[src/rtl/nibble_serial_add_ctrl_if.sv]
// Bundle between the nibble-serial add sequencer, its requester and the shared 4-bit adder.
// The optional ovf signal exists only when NIBBLE_SERIAL_OVF_EN is defined.
interface nibble_serial_add_ctrl_if #(
  parameter int NIBBLES = 4
);
  localparam int W = 4 * NIBBLES;

  logic         start;
  logic [W-1:0] a;
  logic [W-1:0] b;
  logic         cin;
  logic         busy;
  logic         done;
  logic [W-1:0] sum;
  logic         cout;
  logic [3:0]   add_a;
  logic [3:0]   add_b;
  logic         add_cin;
  logic [3:0]   add_sum;
  logic         add_cout;
`ifdef NIBBLE_SERIAL_OVF_EN
  logic         ovf;
`endif

  // The master side is the requester and also returns the adder's result.
  modport master (
`ifdef NIBBLE_SERIAL_OVF_EN
    input  ovf,
`endif
    output start, a, b, cin, add_sum, add_cout,
    input  busy, done, sum, cout, add_a, add_b, add_cin
  );

  modport slave (
`ifdef NIBBLE_SERIAL_OVF_EN
    output ovf,
`endif
    input  start, a, b, cin, add_sum, add_cout,
    output busy, done, sum, cout, add_a, add_b, add_cin
  );
endinterface

[src/rtl/nibble_serial_add_ctrl.sv]
// Time-shares one external 4-bit adder to add two 4*NIBBLES-bit operands, LSB nibble first.
// Optional signed-overflow flag is enabled by defining NIBBLE_SERIAL_OVF_EN.
module nibble_serial_add_ctrl #(
  parameter int NIBBLES = 4
) (
  input logic                    clk,
  input logic                    rst,
  nibble_serial_add_ctrl_if.slave bus
);
  localparam int W  = 4 * NIBBLES;
  localparam int IW = (NIBBLES > 1) ? $clog2(NIBBLES) : 1;

  typedef enum logic [1:0] {IDLE, RUN, DONE} state_t;

  state_t        state_q;
  logic [W-1:0]  a_q;
  logic [W-1:0]  b_q;
  logic [W-1:0]  sum_q;
  logic          carry_q;
  logic          cout_q;
  logic [IW-1:0] idx_q;
  logic [IW-1:0] idx_d;
  logic          lastNibble;
`ifdef NIBBLE_SERIAL_OVF_EN
  logic          ovf_q;
`endif

  assign idx_d      = idx_q + IW'(1);
  assign lastNibble = (idx_q == IW'(NIBBLES - 1));

  // The adder is driven only while running so it sees quiet zeros otherwise.
  assign bus.add_a   = (state_q == RUN) ? a_q[4*idx_q +: 4] : 4'd0;
  assign bus.add_b   = (state_q == RUN) ? b_q[4*idx_q +: 4] : 4'd0;
  assign bus.add_cin = (state_q == RUN) ? carry_q : 1'b0;

  assign bus.busy = (state_q != IDLE);
  assign bus.done = (state_q == DONE);
  assign bus.sum  = sum_q;
  assign bus.cout = cout_q;
`ifdef NIBBLE_SERIAL_OVF_EN
  assign bus.ovf  = ovf_q;
`endif

  always_ff @(posedge clk or posedge rst) begin
    if (rst) begin
      state_q <= IDLE;
      a_q     <= '0;
      b_q     <= '0;
      sum_q   <= '0;
      carry_q <= 1'b0;
      cout_q  <= 1'b0;
      idx_q   <= '0;
`ifdef NIBBLE_SERIAL_OVF_EN
      ovf_q   <= 1'b0;
`endif
    end else begin
      case (state_q)
        IDLE: begin
          if (bus.start) begin
            a_q     <= bus.a;
            b_q     <= bus.b;
            carry_q <= bus.cin;
            idx_q   <= '0;
            sum_q   <= '0;
            cout_q  <= 1'b0;
`ifdef NIBBLE_SERIAL_OVF_EN
            ovf_q   <= 1'b0;
`endif
            state_q <= RUN;
          end
        end
        RUN: begin
          sum_q[4*idx_q +: 4] <= bus.add_sum;
          carry_q             <= bus.add_cout;
          idx_q               <= idx_d;
          // On the top nibble the adder's MSB is the result sign bit.
          if (lastNibble) begin
            cout_q  <= bus.add_cout;
`ifdef NIBBLE_SERIAL_OVF_EN
            ovf_q   <= (a_q[W-1] == b_q[W-1]) && (bus.add_sum[3] != a_q[W-1]);
`endif
            state_q <= DONE;
          end
        end
        DONE:    state_q <= IDLE;
        default: state_q <= IDLE;
      endcase
    end
  end
endmodule

[src/flat_wrapper.sv]
// flat-port wrapper written by rule: the top's interface ports become plain ports
module nibble_serial_add_ctrl_flat 
#(
  parameter int NIBBLES = 4
)
  (clk, rst, bus_start, bus_a, bus_b, bus_cin, bus_add_sum, bus_add_cout, bus_busy, bus_done, bus_sum, bus_cout, bus_add_a, bus_add_b, bus_add_cin);
  nibble_serial_add_ctrl_if #(.NIBBLES(NIBBLES)) bus_i ();
  input logic clk;
  input logic rst;
  input wire logic [$bits(bus_i.start)-1:0] bus_start;
  input wire logic [$bits(bus_i.a)-1:0] bus_a;
  input wire logic [$bits(bus_i.b)-1:0] bus_b;
  input wire logic [$bits(bus_i.cin)-1:0] bus_cin;
  input wire logic [$bits(bus_i.add_sum)-1:0] bus_add_sum;
  input wire logic [$bits(bus_i.add_cout)-1:0] bus_add_cout;
  output wire logic [$bits(bus_i.busy)-1:0] bus_busy;
  output wire logic [$bits(bus_i.done)-1:0] bus_done;
  output wire logic [$bits(bus_i.sum)-1:0] bus_sum;
  output wire logic [$bits(bus_i.cout)-1:0] bus_cout;
  output wire logic [$bits(bus_i.add_a)-1:0] bus_add_a;
  output wire logic [$bits(bus_i.add_b)-1:0] bus_add_b;
  output wire logic [$bits(bus_i.add_cin)-1:0] bus_add_cin;
  assign bus_i.start = bus_start;
  assign bus_i.a = bus_a;
  assign bus_i.b = bus_b;
  assign bus_i.cin = bus_cin;
  assign bus_i.add_sum = bus_add_sum;
  assign bus_i.add_cout = bus_add_cout;
  assign bus_busy = bus_i.busy;
  assign bus_done = bus_i.done;
  assign bus_sum = bus_i.sum;
  assign bus_cout = bus_i.cout;
  assign bus_add_a = bus_i.add_a;
  assign bus_add_b = bus_i.add_b;
  assign bus_add_cin = bus_i.add_cin;
  nibble_serial_add_ctrl #(.NIBBLES(NIBBLES)) u_core (.clk(clk), .rst(rst), .bus(bus_i));
endmodule
[config.mk]
export PLATFORM = sky130hd
export DESIGN_NAME = nibble_serial_add_ctrl_flat
export DESIGN_NICKNAME = d
export VERILOG_FILES = /design/src/rtl/nibble_serial_add_ctrl_if.sv /design/src/rtl/nibble_serial_add_ctrl.sv /design/src/flat_wrapper.sv
export SDC_FILE = /design/constraint.sdc
export NUM_CORES = 1
export LEC_CHECK = 0
export ABC_AREA = 1
export BUFFER_PORTS_ARGS = -buffer_cell sky130_fd_sc_hd__buf_2
export CORE_ASPECT_RATIO = 1.1
export CORE_MARGIN = 5
export CORE_UTILIZATION = 52
export CTS_BUF_LIST = sky130_fd_sc_hd__clkbuf_16
export DETAILED_ROUTE_END_ITERATION = 12
export GPL_TIMING_DRIVEN = 0
export HOLD_SLACK_MARGIN = 0.08
export PLACE_DENSITY = 0.76
export SLEW_MARGIN = 15
export SYNTH_ARGS = -nofsm -noshare
export SYNTH_HDL_FRONTEND = slang
export SYNTH_SLANG_ARGS = --single-unit
[constraint.sdc]
create_clock -name clk -period 2 [get_ports clk]
set_input_delay 0.3 -clock clk [delete_from_list [all_inputs] [get_ports clk]]
set_output_delay 0.3 -clock clk [all_outputs]
set_load 0.02 [all_outputs]
==> impl_results.rst, run 1 <==
.. list-table::
   :header-rows: 1

   * - Metric
     - Value
   * - Global-route wire length before repair
     - 11100 um
   * - Count of endpoints failing hold in the final timing report
     - 0
   * - First DRT Iteration DRCs
     - 189
   * - Largest fanout of any net on the critical path
     - 10
   * - Maximum clock path buffer count
     - 2
   * - Critical path required time
     - 1700 ps
   * - RSZ-0062 raised after global routing
     - no
   * - Post-synth design cell area
     - 2560 um2
   * - Commonest cells after routing, fill and taps aside
     - 94 x sky130_fd_sc_hd__nand2_1, 73 x sky130_fd_sc_hd__buf_2, 54 x sky130_fd_sc_hd__dfrtp_1, 43 x sky130_fd_sc_hd__inv_1
   * - Number of antenna cells inserted
     - 0
   * - Layer carrying the most global-route usage
     - met2
   * - Standby leakage power
     - 1.74 nW
   * - Fill cell total of the finished layout
     - 400
   * - WHS Path Cells
     - 3
   * - Routed Wire Length
     - 6190 um
   * - Number of primary I/O pins
     - 69
   * - Detail-routed via count per cell
     - 5.11
   * - Met2 routing resource usage after global routing
     - 0.343
   * - Initial core utilization
     - 0.544
   * - Power density over the cells
     - 1590 nW/um2
   * - Cell area after placement
     - 3000 um2
   * - Detailed Place HPWL
     - 4560 um
   * - Number of port buffers
     - 68
   * - Startpoint of the lowest-slack hold path
     - bus_cin
   * - Number of nets in the layout
     - 439
   * - Kind of capture point of the worst setup path
     - output pin
   * - Most common cell after layout, fill and taps aside
     - sky130_fd_sc_hd__nand2_1
   * - CTS sink count
     - 54
   * - Number of storage elements in the synthesis netlist
     - 54
   * - Detail-routed net length per standard cell
     - 13.8 um
   * - Drt first pass iters
     - 6
   * - Area of the die
     - 6440 um2
   * - Count of final max-slew check failures
     - 0
   * - Met1 usage in global routing
     - 0.261
   * - Final count of negative-setup-slack endpoints
     - 0
   * - DRC viols
     - 0
   * - Final core occ
     - 0.667
   * - Sequential area share after synthesis
     - 0.527
   * - Largest net degree at the start of global routing
     - 32
   * - Worst min-delay path class
     - input port to register
   * - Post-synthesis to final-layout area growth
     - 22.6%
   * - Vertical extent of the die
     - 83.7 um
   * - Distinct cells, synth
     - 18
   * - Portion of the clock cycle consumed by the worst path in the final layout
     - 0.947
   * - Number of cells produced by synthesis
     - 318
   * - Post-Place Cells
     - 443
   * - Total track usage
     - 0.206
   * - Routability Congestion
     - 0.834
   * - Cts bufs inserted
     - 5
   * - Shortest clock period the worst path allows after layout
     - 1890 ps
   * - Number of cells on the worst reg-to-reg path
     - 7
   * - Filler-free cell count of the finished design
     - 449
   * - Number of antenna-violating nets in the routed design
     - 0
   * - Clock transition at the registers of the reported paths
     - 70 ps
   * - Maximum ir drop on the vdd rail
     - 0.000724 V
   * - Critical path startpoint category
     - register
   * - Via count of the first global-routing pass
     - 2457
   * - TritonCTS clock tree
     - yes
   * - Overall die width
     - 77.0 um
   * - Post-CTS repair timing setup buffer count
     - 0
   * - Proportion of layout cells with a drive suffix above 1
     - 0.247
   * - WS Path Type
     - register to output pin
   * - Fmax achieved
     - 0.528 GHz
   * - GR met3 Demand/Resource
     - 0.0605
   * - Syn. warnings
     - 0
   * - CTS H-tree lvls
     - 2
   * - Worst r2r src
     - u_core.idx_q[1]
   * - Data arrival time of the critical path
     - 1590 ps
   * - FF-to-FF setup slack
     - 200 ps
   * - Tightest hold margin
     - 225 ps
   * - Number of antenna violations at the first check in global routing
     - 0
   * - Post-Route Skew
     - 3.09 ps
   * - Final instance area
     - 3150 um2
   * - Avg Inst Size Synth
     - 8.07 um2
   * - Syn_nets
     - 364
   * - Routed via count
     - 2296
   * - Clk_lat worst skew
     - 280 ps
   * - Worst slew margin
     - 0.644
   * - Outcome
     - completed
   * - Placement Setup Slack
     - 17.9 ps
   * - Std-Cell Core Area
     - 4720 um2
   * - Setup ws final
     - 106 ps
   * - Max-cap violations
     - 0
   * - Leftover overflow at the end of global routing
     - 0
   * - Transition time at the pin with the least slew margin
     - 533 ps
   * - Root cell of the clock tree
     - sky130_fd_sc_hd__clkbuf_16
   * - Number of core rows
     - 26
   * - Worst hold endpoint
     - u_core.carry_q
   * - Worst reg2reg path endpoint
     - u_core.bus.sum[11]
## stage by stage
step	setup TNS [ps]	power, mW
4_1_cts	0	5.00
3_5_place_dp	0	4.19
6_report	0	5.01
5_1_grt	0	5.45
2_1_floorplan	0	3.47
3_3_place_gp	-15020	4.12
## registers in the layout, summed over array words and instances (netlist names)
register	count
u_core.b_q	16
u_core.a_q	16
u_core.idx_q	2
u_core.bus.cout	1
u_core.bus.sum	16
u_core.carry_q	1
u_core.state_q	2
## worst max-delay path, stage by stage, from the launching register on
cell                      delay [ps]
sky130_fd_sc_hd__dfrtp_1         400
sky130_fd_sc_hd__buf_2           190
sky130_fd_sc_hd__buf_2           190
sky130_fd_sc_hd__nand2_1          80
sky130_fd_sc_hd__nand3_1          70
sky130_fd_sc_hd__a21oi_1         180
sky130_fd_sc_hd__buf_2           200
## cells by family after synthesis
kind of cell,Yosys count,share of synthesized area
fa+ha+maj,5,0.0244
simple gates,147,0.244
buf+inv,61,0.105
flops,54,0.527
compound gates,51,0.0995
## routing by layer
| metal | vias to the layer above | wire (um) |
|---|---|---|
| met1 | 1058 | 2660 |
| met2 | 82 | 3040 |
| met3 | 10 | 428 |
| met4 | 0 | 55 |
| met5 | - | 0 |
| li1 | 1146 | - |
## worst max-delay path by stage
stage	from	to	slack, ps	depth (start not counted)
6_report	u_core.idx_q[0]	bus_add_b[2]	110	6
5_1_grt	u_core.idx_q[0]	bus_add_a[1]	2	6
4_1_cts	u_core.idx_q[0]	bus_add_b[3]	80	6
3_5_place_dp	u_core.idx_q[1]	u_core.bus.sum[11]	20	7
3_3_place_gp	rst	u_core.a_q[15]	-280	2
2_1_floorplan	rst	u_core.a_q[0]	390	1
## report_power, final
part / total, mW / internal [mW] / switching [mW]
clock network: 0.804 / 0.448 / 0.356
logic: 2.49 / 0.828 / 1.67
registers: 1.71 / 1.54 / 0.174
## what timing repair did
action,CTS,global route
pin swaps,0,0
setup endpoints to repair,8,7
endpoints found under the hold margin,23,0
resized for setup,3,7
hold buffers,1,0
## cells in the mapped netlist
library cell               count  share of area
sky130_fd_sc_hd__clkbuf_1      3         0.0044
sky130_fd_sc_hd__inv_2         4         0.0059
sky130_fd_sc_hd__buf_2         5         0.0098
sky130_fd_sc_hd__inv_1        42          0.061
sky130_fd_sc_hd__nand3_4       1         0.0068
sky130_fd_sc_hd__nand3_1      41          0.080
sky130_fd_sc_hd__nor2_1        9          0.013
sky130_fd_sc_hd__nand2_1      94           0.14
sky130_fd_sc_hd__a21oi_1       8          0.016
sky130_fd_sc_hd__ha_1          5          0.024
sky130_fd_sc_hd__buf_4         3         0.0088
sky130_fd_sc_hd__buf_6         3          0.013
sky130_fd_sc_hd__o21ai_0       2         0.0039
sky130_fd_sc_hd__nand2_2       1         0.0024
sky130_fd_sc_hd__o21ai_1      41          0.080
sky130_fd_sc_hd__nor2_4        1         0.0044
sky130_fd_sc_hd__clkinv_1      1         0.0015
sky130_fd_sc_hd__dfrtp_1      54           0.53
## cell type report
class | count | area, um2 | area share
flip-flops and latches | 54 | 1350 | 0.430
multi-input cells | 203 | 952 | 0.303
repair buffers | 70 | 373 | 0.119
inverters | 47 | 180 | 0.0573
clock buffers | 5 | 125 | 0.0398
plain buffers | 12 | 86.3 | 0.0274
well taps | 56 | 70.1 | 0.0223
clock inverters | 2 | 7.51 | 0.00239
Note: power is estimated with default switching activity, not from simulation.
==> run 2: changes to the inputs <==
CELL_PAD_IN_SITES_DETAIL_PLACEMENT = 1   (was default)
CELL_PAD_IN_SITES_GLOBAL_PLACEMENT = 2   (was default)
CORE_UTILIZATION = 32   (was 52)
PLACE_DENSITY = 0.81   (was 0.76)
clock period = 2.4 ns   (was 2 ns; I/O delays follow)
==> impl_results.rst, run 2 (same netlist as run 1, synthesis figures left out) <==
.. list-table::
   :header-rows: 1

   * - Metric
     - Value
   * - Portion of the clock cycle consumed by the worst path in the final layout
     - 0.910
   * - Total length of routed met2 wires
     - 3370 um (+11%)
   * - Critical path's largest stage delay
     - 380 ps (-20 ps)
   * - Detail-routed via count per cell
     - 4.54 (-11%)
   * - Number of primary I/O pins
     - 69 (unchanged)
   * - Worst reg2reg path endpoint
     - u_core.bus.sum[11]
   * - CTS Hold Bufs
     - 0 (-1)
   * - Routed via count
     - 2277 (-0.83%)
   * - Number of port buffers
     - 68 (unchanged)
   * - Std-Cell Core Area
     - 7870 um2 (+67%)
   * - Clock transition at the registers of the reported paths
     - 70 ps (about the same)
   * - CP endpoint
     - bus_add_a[2]
   * - Final count of negative-setup-slack endpoints
     - 0 (unchanged)
   * - Overall die width
     - 95.4 um (+24%)
   * - Total track usage
     - 0.150 (-0.0566)
   * - CTS H-tree lvls
     - 2 (unchanged)
   * - Root cell of the clock tree
     - sky130_fd_sc_hd__clkbuf_16
   * - Count of endpoints failing hold in the final timing report
     - 0 (unchanged)
   * - Initial core utilization
     - 0.326 (-0.218)
   * - Number of nets in the layout
     - 439 (unchanged)
   * - Most common cell after layout, fill and taps aside
     - sky130_fd_sc_hd__nand2_1
   * - CP startpoint
     - u_core.idx_q[1]
   * - Data arrival time of the critical path
     - 1820 ps (+230 ps)
   * - Filler-free cell count of the finished design
     - 502 (+12%)
   * - Series of cell instances along the critical path
     - buf_2 > clkinv_1 > nand3_1 > a21oi_1 > buf_2
   * - Cell area after placement
     - 3040 um2 (+1.6%)
   * - Via count of the first global-routing pass
     - 2447 (-0.41%)
   * - Commonest cells after routing, fill and taps aside
     - 94 x sky130_fd_sc_hd__nand2_1, 73 x sky130_fd_sc_hd__buf_2, 54 x sky130_fd_sc_hd__dfrtp_1
   * - Cell family contributing the most delay on the critical path
     - buffers and inverters
   * - Post-CTS repair timing setup buffer count
     - 0 (unchanged)
   * - Count of instances resized after the clock tree is built
     - 0 (-3)
   * - Worst r2r src
     - u_core.idx_q[1]
   * - Fill cell total of the finished layout
     - 997 (+150%)
   * - Area of the die
     - 9910 um2 (+54%)
   * - Worst slew margin
     - 0.536 (-0.109)
   * - Largest fanout of any net on the critical path
     - 11 (+1)
   * - Max-cap violations
     - 0 (unchanged)
   * - Post-Place Cells
     - 494 (+12%)
   * - Drt first pass iters
     - 4 (-2)
   * - Buffers & Inverters on Critical Path
     - 3 (unchanged)
   * - Number of core rows
     - 34 (+31%)
   * - TritonCTS clock tree
     - yes
   * - Multi-input gate area in the final layout
     - 945 um2 (-0.79%)
   * - Maximum ir drop on the vdd rail
     - 0.000430 V (-41%)
   * - Post-Route Skew
     - 4.28 ps (+1.19 ps)
   * - Leftover overflow at the end of global routing
     - 0 (unchanged)
   * - Power density over the cells
     - 1350 nW/um2 (-15%)
   * - Most used cell along the critical path
     - sky130_fd_sc_hd__buf_2
   * - Proportion of layout cells with a drive suffix above 1
     - 0.237 (-0.0102)
   * - DRC viols
     - 0 (unchanged)
   * - First DRT Iteration DRCs
     - 57 (-70%)
   * - Transition time at the pin with the least slew margin
     - 696 ps (+164 ps)
   * - Post-synthesis to final-layout area growth
     - 24.9%
   * - Detail-routed net length per standard cell
     - 14.1 um (+2.7%)
   * - Critical path required time
     - 2040 ps (+340 ps)
   * - Register cell area after layout
     - 1350 um2 (unchanged)
   * - Stages on the worst setup path
     - 5 (-1)
   * - Standby leakage power
     - 1.73 nW (-0.70%)
   * - Shortest clock period the worst path allows after layout
     - 2180 ps
   * - Kind of capture point of the worst setup path
     - output pin
   * - Global-route wire length before repair
     - 11900 um (+7.5%)
   * - FF-to-FF setup slack
     - 340 ps (+140 ps)
   * - Number of antenna violations at the first check in global routing
     - 0 (unchanged)
   * - RSZ-0062 raised after global routing
     - no
   * - Worst min-delay path class
     - input port to async pin
   * - Met1 Wirelength
     - 3330 um (+25%)
   * - WS Path Type
     - register to output pin
   * - Top routing layer in use
     - met4
   * - Number of antenna-violating nets in the routed design
     - 0 (unchanged)
   * - Critical path startpoint category
     - register
   * - Crit path max-delay cell type
     - sky130_fd_sc_hd__dfrtp_1
   * - Largest net degree at the start of global routing
     - 55 (+72%)
   * - Number of cells on the worst reg-to-reg path
     - 7 (unchanged)
   * - Cts bufs inserted
     - 5 (unchanged)
   * - Routability Congestion
     - 0.779 (-6.6%)
   * - Outcome
     - completed
   * - Clk_lat worst skew
     - 290 ps (about the same)
   * - Final instance area
     - 3200 um2 (+1.9%)
   * - Routed Wire Length
     - 7100 um (+15%)
   * - Vertical extent of the die
     - 104 um (+24%)
   * - Maximum clock path buffer count
     - 2 (unchanged)
   * - CTS sink count
     - 54 (unchanged)
   * - Fmax achieved
     - 0.458 GHz
   * - Wire length on met3
     - 349 um (-18%)
   * - Detailed Place HPWL
     - 5360 um (+18%)
   * - Count of final max-slew check failures
     - 0 (unchanged)
## run 2: cell count changes in the layout (fill, tap and decap cells not counted), moves of 2 or more
| cell | change |
|---|---|
| sky130_fd_sc_hd__a21oi_2 | -2 |
| sky130_fd_sc_hd__clkinv_1 | +2 |
| sky130_fd_sc_hd__a21oi_1 | +2 |
| sky130_fd_sc_hd__inv_1 | -2 |
| sky130_fd_sc_hd__clkbuf_1 | +3 |
## run 2: per-stage QoR
step                      hold WS (ps)   util  TNS [ps]  setup WS, ps  power (mW)
final                              177  0.407         0           217        4.32
after global routing               244  0.407         0          67.7        4.70
after CTS                          212  0.407         0           188        4.39
after detailed placement           492  0.387         0           346        3.57
after global placement             483  0.386     -3830         -74.0        3.52
after floorplan                    465      -         0           725        2.89
## run 2: area by class of cell
cell class,count,area share
timing repair buffer,68,0.106
buffer,14,0.0289
clock inverter,2,0.0105
inverter,47,0.0558
multi-input combinational,203,0.295
clock buffer,5,0.0390
sequential,54,0.422
antenna,1,0.000781
tap,108,0.0422
## run 2: worst min path at each step
stage / to / slack [ps] / cells after the start
after CTS: u_core.b_q[10] / 210 / 2
final: u_core.b_q[10] / 180 / 2
after global routing: u_core.carry_q / 240 / 2
after floorplan: u_core.carry_q / 470 / 2
after global placement: u_core.carry_q / 480 / 2
after detailed placement: u_core.carry_q / 490 / 2
## run 2: metal layers
metal,up-vias,global-route usage
li1,1145,-
met1,1084,0.205
met2,43,0.241
met3,5,0.0355
met4,0,0.0278
met5,-,0
## run 2: power by group
group          internal (mW)  switching, mW  total, mW
registers               1.28          0.137       1.42
logic                  0.675           1.41       2.09
clock network          0.484          0.325      0.809
total                   2.44           1.88       4.32
